[src/rtl/pipelined_addsub.sv]
// Pipelined WIDTH-bit adder/subtractor with C/V/Z/N flags and valid/ready backpressure.
// Optional saturation on signed overflow is built when ADDSUB_SAT_EN is defined.
module pipelined_addsub #(
  parameter int WIDTH  = 16,
  parameter int STAGES = 4
) (
  input  logic             clk,
  input  logic             rst_n,
  input  logic             in_valid,
  output logic             in_ready,
  input  logic [WIDTH-1:0] A,
  input  logic [WIDTH-1:0] B,
  input  logic             sub,
  output logic             out_valid,
  input  logic             out_ready,
  output logic [WIDTH-1:0] result,
  output logic             CarryOut,
  output logic             Overflow,
  output logic             Zero,
  output logic             Negative
);

  localparam int SEG  = WIDTH / STAGES;
  localparam int LAST = STAGES - 1;

  logic adv;

  // Stage inputs: stage 0 comes from the ports, stage k from stage k-1's registers.
  logic [WIDTH-1:0] a_in [STAGES];
  logic [WIDTH-1:0] b_in [STAGES];
  logic [WIDTH-1:0] s_in [STAGES];
  logic             c_in [STAGES];
  logic             v_in [STAGES];

  logic [WIDTH-1:0] a_reg [STAGES];
  logic [WIDTH-1:0] b_reg [STAGES];
  logic [WIDTH-1:0] s_reg [STAGES];
  logic             c_reg [STAGES];
  logic             v_reg [STAGES];

  // The whole pipe moves only when the output slot is empty or being drained.
  assign adv      = !v_reg[LAST] || out_ready;
  assign in_ready = rst_n && adv;

  always_comb begin
    a_in[0] = A;
    b_in[0] = B ^ {WIDTH{sub}};
    s_in[0] = '0;
    c_in[0] = sub;
    v_in[0] = in_valid;
    for (int k = 1; k < STAGES; k++) begin
      a_in[k] = a_reg[k-1];
      b_in[k] = b_reg[k-1];
      s_in[k] = s_reg[k-1];
      c_in[k] = c_reg[k-1];
      v_in[k] = v_reg[k-1];
    end
  end

  genvar gi;
  generate
    for (gi = 0; gi < STAGES; gi++) begin : g_stage
      logic [SEG:0]     seg_sum;
      logic [WIDTH-1:0] s_next;

      assign seg_sum = {1'b0, a_in[gi][gi*SEG +: SEG]}
                     + {1'b0, b_in[gi][gi*SEG +: SEG]}
                     + {{SEG{1'b0}}, c_in[gi]};

      // Lower slices already resolved ride along; this stage fills in its own slice.
      always_comb begin
        s_next = s_in[gi];
        s_next[gi*SEG +: SEG] = seg_sum[SEG-1:0];
      end

      always_ff @(posedge clk or negedge rst_n) begin
        if (!rst_n) begin
          a_reg[gi] <= '0;
          b_reg[gi] <= '0;
          s_reg[gi] <= '0;
          c_reg[gi] <= 1'b0;
          v_reg[gi] <= 1'b0;
        end else if (adv) begin
          a_reg[gi] <= a_in[gi];
          b_reg[gi] <= b_in[gi];
          s_reg[gi] <= s_next;
          c_reg[gi] <= seg_sum[SEG];
          v_reg[gi] <= v_in[gi];
        end
      end
    end
  endgenerate

  logic [WIDTH-1:0] raw_sum;
  logic [WIDTH-1:0] final_sum;
  logic             raw_carry;
  logic             msb_cin;
  logic             ovf;

  assign raw_sum   = s_reg[LAST];
  assign raw_carry = c_reg[LAST];
  // Carry into the MSB is recovered from the MSB sum bit and its two operand bits.
  assign msb_cin   = a_reg[LAST][WIDTH-1] ^ b_reg[LAST][WIDTH-1] ^ raw_sum[WIDTH-1];
  assign ovf       = msb_cin ^ raw_carry;

`ifdef ADDSUB_SAT_EN
  localparam logic [WIDTH-1:0] SMIN = (WIDTH)'(1) << (WIDTH - 1);
  localparam logic [WIDTH-1:0] SMAX = ~SMIN;

  // On overflow the wrapped sign is the inverse of the true sign.
  assign final_sum = ovf ? (raw_sum[WIDTH-1] ? SMAX : SMIN) : raw_sum;
`else
  assign final_sum = raw_sum;
`endif

  assign out_valid = v_reg[LAST];
  assign result    = out_valid ? final_sum : '0;
  assign CarryOut  = out_valid & raw_carry;
  assign Overflow  = out_valid & ovf;
  assign Zero      = out_valid & (final_sum == '0);
  assign Negative  = out_valid & final_sum[WIDTH-1];

endmodule

[config.mk]
export PLATFORM = sky130hd
export DESIGN_NAME = pipelined_addsub
export DESIGN_NICKNAME = d
export VERILOG_FILES = /design/src/rtl/pipelined_addsub.sv
export SDC_FILE = /design/constraint.sdc
export NUM_CORES = 1
export LEC_CHECK = 0
export CORE_MARGIN = 3
export CORE_UTILIZATION = 52
export DETAILED_ROUTE_END_ITERATION = 7
export PLACE_DENSITY = 0.76
export REMOVE_ABC_BUFFERS = 1
export SYNTH_ARGS = -nofsm -noshare
export SYNTH_HDL_FRONTEND = slang
export SYNTH_SLANG_ARGS = --single-unit
[constraint.sdc]
create_clock -name clk -period 2.2 [get_ports clk]
set_input_delay 0.66 -clock clk [delete_from_list [all_inputs] [get_ports clk]]
set_output_delay 0.66 -clock clk [all_outputs]
set_load 0.02 [all_outputs]
==> impl_metrics.env, run 1 <==
export IMPL_clk_latency_ns=0.36
export IMPL_die_w_um=98.6
export IMPL_synth_edf_count=0
export IMPL_max_cap_violations=0
export IMPL_r2r_end="raw_carry"
export IMPL_start_util_pct=54.0
export IMPL_r2r_cells=5
export IMPL_violations="negative setup slack"
export IMPL_hold_ws_ns=0.340
export IMPL_ys_async_sr_fraction_pct=100
export IMPL_vias_per_cell=4.90
export IMPL_rows=33
export IMPL_r2r_start="a_in[12]"
export IMPL_worst_slack_ns=-0.108
export IMPL_ant_nets=0
export IMPL_maxSlewHeadroom_pct=41.9
export IMPL_netlist_instances=485
export IMPL_syn_to_final_growth_pct=23.2
export IMPL_multi_input_area_mm2=0.00190
export IMPL_syn_area_mm2=0.00446
export IMPL_crit_path_max_fanout=2
export IMPL_clk_pin_slew_ns=0.10
export IMPL_rsz0062_at_grt="yes"
export IMPL_root_buffer="clkbuf_8"
export IMPL_dr_first_iter_drc_count=123
export IMPL_gp_congestion=0.768
export IMPL_hold_viol_final=0
export IMPL_cp_start_kind="flop"
export IMPL_wire_per_inst_um=12.5
export IMPL_grt_overflow_total=0
export IMPL_worst_pin_slew_ns=0.872
export IMPL_grt_usage_pct=18.4
export IMPL_wirelength_um=8280
export IMPL_slew_viol_final=0
export IMPL_critPathKind="reg -> out"
export IMPL_setup_violations=1
export IMPL_fin_cells=662
export IMPL_die_h_um=98.6
export IMPL_cts_tree="built"
export IMPL_nets=608
export IMPL_irDropWorstVdd_v=0.000494
export IMPL_nFillCells=687
export IMPL_hpwl_um=5730
export IMPL_syn_area_per_cell_um2=9.20
export IMPL_fin_crit_sh_pct=105
export IMPL_core_mm2=0.00826
export IMPL_cts_sinks=98
export IMPL_cts_setup_buffers=0
export IMPL_yosysUniqueCellTypes=26
export IMPL_synth_ff_type="dfrtp_1"
export IMPL_antenna_found_initial=0
export IMPL_max_freq_mhz=433
export IMPL_leakagePower_nw=2.80
export IMPL_crit_arrival_ns=1.65
export IMPL_die_area_mm2=0.00973
export IMPL_cts_htree_levels=3
export IMPL_n_antenna_cell=0
export IMPL_drive_above_1_share_pct=10.1
export IMPL_fin_crit_ns=2.31
export IMPL_routed_via_count=3247
export IMPL_r2r_setup_slack_ns=0.36
export IMPL_ys_ff_latch=98
export IMPL_tns_ns=-0.108
export IMPL_ios=59
export IMPL_grt_pass1_vias=3158
export IMPL_port_buffers=58
export IMPL_placedCellCount=646
export IMPL_cts_path_max_buffers=2
export IMPL_end_kind="output port"
export IMPL_first_pass_iters=4
export IMPL_yosysSeqAreaShare_pct=55.0
export IMPL_status="complete, but fails checks"
export IMPL_cts_buffers=9
export IMPL_drc=0
export IMPL_critical_path_required_ns=1.54
export IMPL_powerDensity_mw_per_mm2=1340
export IMPL_finClkSkew_ns=0.00978
export IMPL_seq_area_mm2=0.00245
export IMPL_ys_warn_count=0
export IMPL_grt_pass1_wl_um=14300
export IMPL_grt_max_degree=93
export IMPL_hold_class="in -> async"
export IMPL_power_mw=7.35
==> where the power goes <==
| group | switching (mW) | internal (mW) |
|---|---|---|
| logic | 1.64 | 1.36 |
| clock network | 0.618 | 0.645 |
| registers | 0.486 | 2.60 |
==> worst max-delay path by stage <==
stage               cells after the start         start       end  slack (ns)
floorplan                               2     out_valid  b_in[38]       -2.25
finish                                  5  final_sum[3]      Zero       -0.11
global route                            5  final_sum[3]      Zero       -0.21
detailed placement                      4     out_ready  in_ready       -0.64
global placement                        4     out_ready  in_ready       -0.63
CTS                                     5  final_sum[3]      Zero       -0.14
==> cell type report <==
class / count / share of cell area, %
timing repair buffer: 82 / 13.7
clock inverter: 6 / 1.64
tap: 105 / 2.39
inverter: 10 / 0.683
multi-input combinational: 351 / 34.6
clock buffer: 10 / 2.32
sequential: 98 / 44.6
==> layer usage <==
layer | up-vias | track usage [%] | routed length [µm] | part of all wire (%)
met5 | - | 0 | 0 | 0
met4 | 0 | 6.09 | 161 | 1.9
met3 | 13 | 3.61 | 247 | 3.0
met2 | 47 | 31.9 | 4250 | 51
met1 | 1541 | 23.2 | 3620 | 44
li1 | 1646 | - | - | -
==> kinds of logic after synthesis <==
logic type	count (synthesis)	share of synthesized area, %
xor+xnor	24	4.71
buf+inv	36	3.39
compound gates	47	6.11
mux	2	0.673
simple gates	259	23.6
flops	98	55.0
fa+ha+maj	19	6.51
==> cell usage after synthesis (4+ instances only) <==
master | number | share of area [%]
xor2_1 | 8 | 1.6
buf_2 | 4 | 0.45
nor2_1 | 8 | 0.67
and2_1 | 20 | 2.8
inv_1 | 10 | 0.84
a21oi_1 | 10 | 1.1
fa_1 | 7 | 3.1
o21ai_0 | 28 | 3.1
nor4_1 | 4 | 0.56
xnor2_1 | 16 | 3.1
nand2_1 | 218 | 18
ha_1 | 12 | 3.4
clkbuf_1 | 20 | 1.7
nor2b_1 | 5 | 0.70
dfrtp_1 | 98 | 55
a21o_1 | 5 | 0.84
==> worst max-delay path, cell delays in order (launching register included) <==
cell and delay, ns:
dfrtp_1 0.39, nor4_2 0.27, buf_4 0.15, nand4_1 0.12, nor4_2 0.17, buf_4 0.19
==> metrics by stage <==
stage          area, µm²  utilization, %  setup WS [ns]
6_report            5500            66.6         -0.108
5_1_grt             5500            66.6         -0.211
4_1_cts             5480            66.4         -0.142
3_5_place_dp        5270            63.8         -0.637
3_3_place_gp        5270            63.8         -0.631
2_1_floorplan       4350               -          -2.25
==> cells in the final DEF (no fill, tap or decap), drive strengths merged, types with 2 or more instances in the layout <==
master and n:
clkinv 2, xnor2 16, mux2 2, clkdlybuf4s50 33
a21oi 10, nand2b 2, fa 7, inv 11
a21o 5, nand2 218, buf 27, nor2b 5
nor2 8, bufinv 2, dlygate4sd2 20, and2 20
ha 12, dfrtp 98, o21ai 28, clkdlybuf4s15 2
clkbuf 10, xor2 8, nor4 4
==> timing repair <==
| action | CTS | global route |
|---|---|---|
| setup endpoints to repair | 26 | 3 |
| hold buffers | 0 | 0 |
| cloned | 0 | 0 |
| resized for setup | 38 | 5 |
No activity file was read; power rests on OpenSTA's default activity.
==> run 2, diff against run 1 <==
==> constraint.sdc (replaced) <==
create_clock -name clk -period 2.2 [get_ports clk]
set_input_delay 0.44 -clock clk [delete_from_list [all_inputs] [get_ports clk]]
set_output_delay 0.44 -clock clk [all_outputs]
set_load 0.02 [all_outputs]
==> run 2 against run 1 <==
  * The flow now finishes without violations
  * Critical path depth shrank 1
  * Maximum frequency grew 8.8%
  * Combinational power is essentially flat
  * Total power grew 1.5%
==> impl_metrics.env, run 2 (synthesis gave the netlist of run 1 again) <==
export IMPL_status="finished clean"
export IMPL_slowest_stage="clkdlybuf4s50_1"
export IMPL_first_pass_iters=5
export IMPL_vias_per_cell=4.93
export IMPL_max_freq_mhz=471
export IMPL_fin_crit_ns=2.12
export IMPL_syn_to_final_growth_pct=22.9
export IMPL_grt_pass1_wl_um=14200
export IMPL_drive_above_1_share_pct=8.32
export IMPL_critPathKind="in -> out"
export IMPL_worst_pin_slew_ns=0.707
export IMPL_cts_sinks=98
export IMPL_ant_nets=0
export IMPL_port_buffers=58
export IMPL_crit_arrival_ns=1.68
export IMPL_path_cells="clkdlybuf4s50_1 -> nand2b_2 -> and2_1 -> dlygate4sd2_1"
export IMPL_layout_commonest_cell="nand2_1"
export IMPL_grt_overflow_total=0
export IMPL_rows=33
export IMPL_fin_crit_sh_pct=96.4
export IMPL_n_antenna_cell=0
export IMPL_layout_common_cells="218 x nand2_1, 98 x dfrtp_1, 51 x clkdlybuf4s50_1"
export IMPL_hpwl_um=5590
export IMPL_wl_met2_um=4130
export IMPL_hold_viol_final=0
export IMPL_gp_congestion=0.738
export IMPL_multi_input_area_mm2=0.00188
export IMPL_dr_first_iter_drc_count=159
export IMPL_worst_slack_ns=0.0789
export IMPL_clock_power_share_pct=18.3
export IMPL_cp_top_family="buffers and inverters"
export IMPL_r2r_setup_slack_ns=0.37
export IMPL_cts_htree_levels=3
export IMPL_p_switching_mw=2.71
export IMPL_die_area_mm2=0.00973
export IMPL_setup_violations=0
export IMPL_slew_viol_final=0
export IMPL_hold_class="in -> async"
export IMPL_pwr_share_seq_pct=41.6
export IMPL_p_int_mw=4.75
export IMPL_nFillCells=694
export IMPL_grt_pass1_vias=3131
export IMPL_seq_area_mm2=0.00245
export IMPL_leakagePower_nw=2.76
export IMPL_wirelength_um=8170
export IMPL_max_cap_violations=0
export IMPL_power_mw=7.46
export IMPL_place_ws_ns=-0.170
export IMPL_antenna_found_initial=0
export IMPL_start_util_pct=54.0
export IMPL_irDropWorstVdd_v=0.000505
export IMPL_drc=0
export IMPL_core_mm2=0.00826
export IMPL_cts_buffers=9
export IMPL_powerDensity_mw_per_mm2=1360
export IMPL_clk_latency_ns=0.35
export IMPL_nets=604
export IMPL_crit_path_max_fanout=2
export IMPL_ios=59
export IMPL_grt_max_degree=59
export IMPL_rsz0062_at_grt="yes"
export IMPL_path_buf_inv=2
export IMPL_cp_start_kind="input pin"
export IMPL_slowest_delay_ns=0.51
export IMPL_met3_length_um=320
export IMPL_clk_pin_slew_ns=0.09
export IMPL_wire_per_inst_um=12.4
export IMPL_maxSlewHeadroom_pct=52.9
export IMPL_cts_setup_buffers=0
export IMPL_grt_usage_pct=17.8
export IMPL_wirelength_met1_um=3580
export IMPL_end_kind="output port"
export IMPL_power_frac_comb_pct=40.1
export IMPL_finClkSkew_ns=0.00768
export IMPL_routed_top_layer="met4"
export IMPL_cts_path_max_buffers=2
export IMPL_routed_via_count=3247
export IMPL_p_sw_share_pct=36.3
export IMPL_critical_path_required_ns=1.76
export IMPL_hold_ws_ns=0.154
export IMPL_die_h_um=98.6
export IMPL_root_buffer="clkbuf_8"
export IMPL_cts_tree="built"
export IMPL_die_w_um=98.6
==> run 2: final timing paths <==
kind,end,depth (start not counted),from
setup reg to reg,raw_carry,5,a_in[12]
hold / removal,a_in[47],2,rst_n
min in group clk,g_stage[3].s_next[0],2,g_stage[3].s_next[0]
hold reg to reg,g_stage[3].s_next[0],2,g_stage[3].s_next[0]
setup / recovery,in_ready,4,out_ready
max in group asynchronous,v_in[0],3,rst_n
==> run 2: power by group through the flow <==
stage	Clock, mW	Sequential [mW]	Combinational [mW]
6_report	1.37	3.10	2.99
3_3_place_gp	0	3.08	2.91
2_1_floorplan	0	3.02	2.00
5_1_grt	1.46	3.21	3.41
4_1_cts	1.39	3.10	3.05
3_5_place_dp	0	3.12	3.02
==> run 2: per-layer routing <==
layer  vias up  track usage [%]
met2        61             30.1
li1       1640                -
met1      1535             23.6
met3        11             2.34
met4         0             6.83
met5         -                0
==> run 2: timing repair <==
item,CTS,global route
hold buffers,0,0
setup endpoints to repair,3,4
resized for setup,8,4
==> run 2: cell type report <==
type / count / area share, %
inverters: 10 / 0.684
clock inverters: 7 / 2.14
repair buffers: 78 / 13.5
well taps: 105 / 2.40
flip-flops and latches: 98 / 44.7
clock buffers: 9 / 2.26
multi-input cells: 351 / 34.3
==> run 2: per-stage QoR <==
stage           TNS [ns]  utilization [%]  cell area (µm²)  std cells
2_1_floorplan    -175.70                -             4350        459
3_3_place_gp       -1.41             63.3             5230        642
3_5_place_dp       -1.67             63.3             5230        642
4_1_cts                0             66.2             5470        658
5_1_grt        -0.000186             66.4             5480        658
6_report               0             66.4             5480        658
==> run 3, diff against run 2 <==
--- a/config.mk
+++ b/config.mk
@@ -6,9 +6,8 @@
 export NUM_CORES = 1
 export LEC_CHECK = 0
 export CORE_MARGIN = 3
-export CORE_UTILIZATION = 52
+export CORE_UTILIZATION = 32
 export DETAILED_ROUTE_END_ITERATION = 7
-export PLACE_DENSITY = 0.76
 export REMOVE_ABC_BUFFERS = 1
 export SYNTH_ARGS = -nofsm -noshare
 export SYNTH_HDL_FRONTEND = slang
==> run 3 against run 2 <==
  * Maximum frequency rose by 0.75%
  * Via count is 1.4% lower
  * Flip-flop and latch count unchanged
  * Design area increased by 3.6%
  * Clock skew shrank 0.0017 ns
  * Register-to-register slack barely moved
  * Die area up 58%
  * Critical path depth shrank 1
  * First-iteration DRC count up 19%
  * Sequential share of layout area down 1.6 points
  * Critical endpoint is now result[2]
  * Combinational power hardly changed
==> impl_metrics.env, run 3 (synthesis gave the netlist of run 1 again) <==
export IMPL_status="finished clean"
export IMPL_wl_met2_um=4040
export IMPL_max_freq_mhz=475
export IMPL_power_mw=7.75
export IMPL_crit_path_max_fanout=21
export IMPL_wire_per_inst_um=11.9
export IMPL_grt_pass1_wl_um=14600
export IMPL_cp_top_family="buffers and inverters"
export IMPL_r2r_end="raw_carry"
export IMPL_cts_tree="built"
export IMPL_end_kind="output port"
export IMPL_irDropWorstVdd_v=0.000471
export IMPL_hold_ws_ns=0.220
export IMPL_powerDensity_mw_per_mm2=1360
export IMPL_wirelength_met1_um=4110
export IMPL_vias_per_cell=4.39
export IMPL_grt_max_degree=55
export IMPL_clk_latency_ns=0.34
export IMPL_hold_viol_final=0
export IMPL_path_cells="buf_4 -> and2_1 -> clkdlybuf4s50_1"
export IMPL_gp_congestion=0.771
export IMPL_finClkSkew_ns=0.00603
export IMPL_hpwl_um=6040
export IMPL_path_buf_inv=2
export IMPL_max_cap_violations=0
export IMPL_nets=604
export IMPL_rows=42
export IMPL_hold_class="in -> async"
export IMPL_r2r_setup_slack_ns=0.38
export IMPL_nFillCells=1364
export IMPL_fin_crit_ns=2.11
export IMPL_cts_setup_buffers=0
export IMPL_cts_sinks=98
export IMPL_start_util_pct=33.2
export IMPL_crit_arrival_ns=1.67
export IMPL_first_pass_iters=4
export IMPL_worst_pin_slew_ns=0.672
export IMPL_setup_violations=0
export IMPL_critPathKind="reg -> out"
export IMPL_cts_path_max_buffers=2
export IMPL_ctsResizeCount=10
export IMPL_maxSlewHeadroom_pct=55.2
export IMPL_antenna_found_initial=0
export IMPL_rsz0062_at_grt="no"
export IMPL_slowest_stage="clkdlybuf4s50_1"
export IMPL_endpoint="result[2]"
export IMPL_leakagePower_nw=2.84
export IMPL_met3_length_um=374
export IMPL_cts_htree_levels=3
export IMPL_dr_first_iter_drc_count=189
export IMPL_wirelength_um=8660
export IMPL_die_w_um=124
export IMPL_fin_cells=729
export IMPL_layout_common_cells="218 x nand2_1, 98 x dfrtp_1, 48 x clkdlybuf4s50_1"
export IMPL_grt_pass1_vias=3119
export IMPL_grt_usage_pct=12.2
export IMPL_drive_above_1_share_pct=8.50
export IMPL_slew_viol_final=0
export IMPL_routed_top_layer="met4"
export IMPL_hold_buffers=0
export IMPL_core_mm2=0.0135
export IMPL_cp_start_kind="flop"
export IMPL_placedCellCount=713
export IMPL_n_antenna_cell=0
export IMPL_routed_via_count=3202
export IMPL_ios=59
export IMPL_slowest_delay_ns=0.60
export IMPL_r2r_cells=5
export IMPL_r2r_start="a_in[12]"
export IMPL_layout_commonest_cell="nand2_1"
export IMPL_cts_buffers=9
export IMPL_port_buffers=58
export IMPL_clk_pin_slew_ns=0.07
export IMPL_syn_to_final_growth_pct=27.3
export IMPL_root_buffer="clkbuf_16"
export IMPL_fin_crit_sh_pct=95.7
export IMPL_drc=0
export IMPL_startpoint="out_valid"
export IMPL_grt_overflow_total=0
export IMPL_ant_nets=0
export IMPL_cp_depth=3
export IMPL_critical_path_required_ns=1.76
export IMPL_die_h_um=124
export IMPL_die_area_mm2=0.0154
[run 3: changes by cell type in the layout (fill, tap and decap cells not counted), sizes merged]
cell	delta
bufinv	-1
clkdlybuf4s50	-3
clkinv	-1
clkinvlp	+2
dlymetal6s2s	+3
[run 3: worst min-delay path by stage]
| stage | from | to | slack [ns] | cells past startpoint |
|---|---|---|---|---|
| after detailed placement | g_stage[2].s_next[3] | g_stage[2].s_next[3] | 0.46 | 2 |
| after floorplan | rst_n | a_in[12] | 0.14 | 0 |
| after global placement | v_in[0] | v_in[0] | 0.45 | 2 |
| after global routing | rst_n | final_sum[10] | 0.27 | 2 |
| after CTS | rst_n | b_reg[15] | 0.23 | 2 |
| final | rst_n | final_sum[9] | 0.22 | 2 |
[run 3: layout make-up]
cell class	instances	area, µm²	area share, %
Inverter	10	37.5	0.661
Sequential cell	98	2450	43.2
Timing Repair Buffer	78	748	13.2
Tap cell	176	220	3.88
Multi-Input combinational cell	351	1900	33.5
Clock inverter	7	93.8	1.65
Clock buffer	9	225	3.96
[run 3: through the flow]
stage / area (µm²) / util [%] / setup WS, ns / setup TNS, ns
3_3_place_gp: 5320 / 39.5 / -0.171 / -0.366
4_1_cts: 5660 / 42.1 / 0.00104 / 0
6_report: 5680 / 42.2 / 0.0946 / 0
3_5_place_dp: 5320 / 39.5 / -0.145 / -0.434
5_1_grt: 5680 / 42.2 / 0.00299 / 0
2_1_floorplan: 4350 / - / -2.25 / -175.70
[run 3: layer usage]
layer | track usage [%] | up-vias
li1 | - | 1642
met1 | 16.2 | 1499
met2 | 19.9 | 48
met3 | 2.36 | 13
met4 | 4.52 | 0
met5 | 0 | -
[run 3: report_power, final]
group	internal (mW)	total (mW)	switching, mW
registers	2.61	3.13	0.520
clock network	0.993	1.65	0.661
logic	1.39	2.97	1.58
total	4.99	7.75	2.76
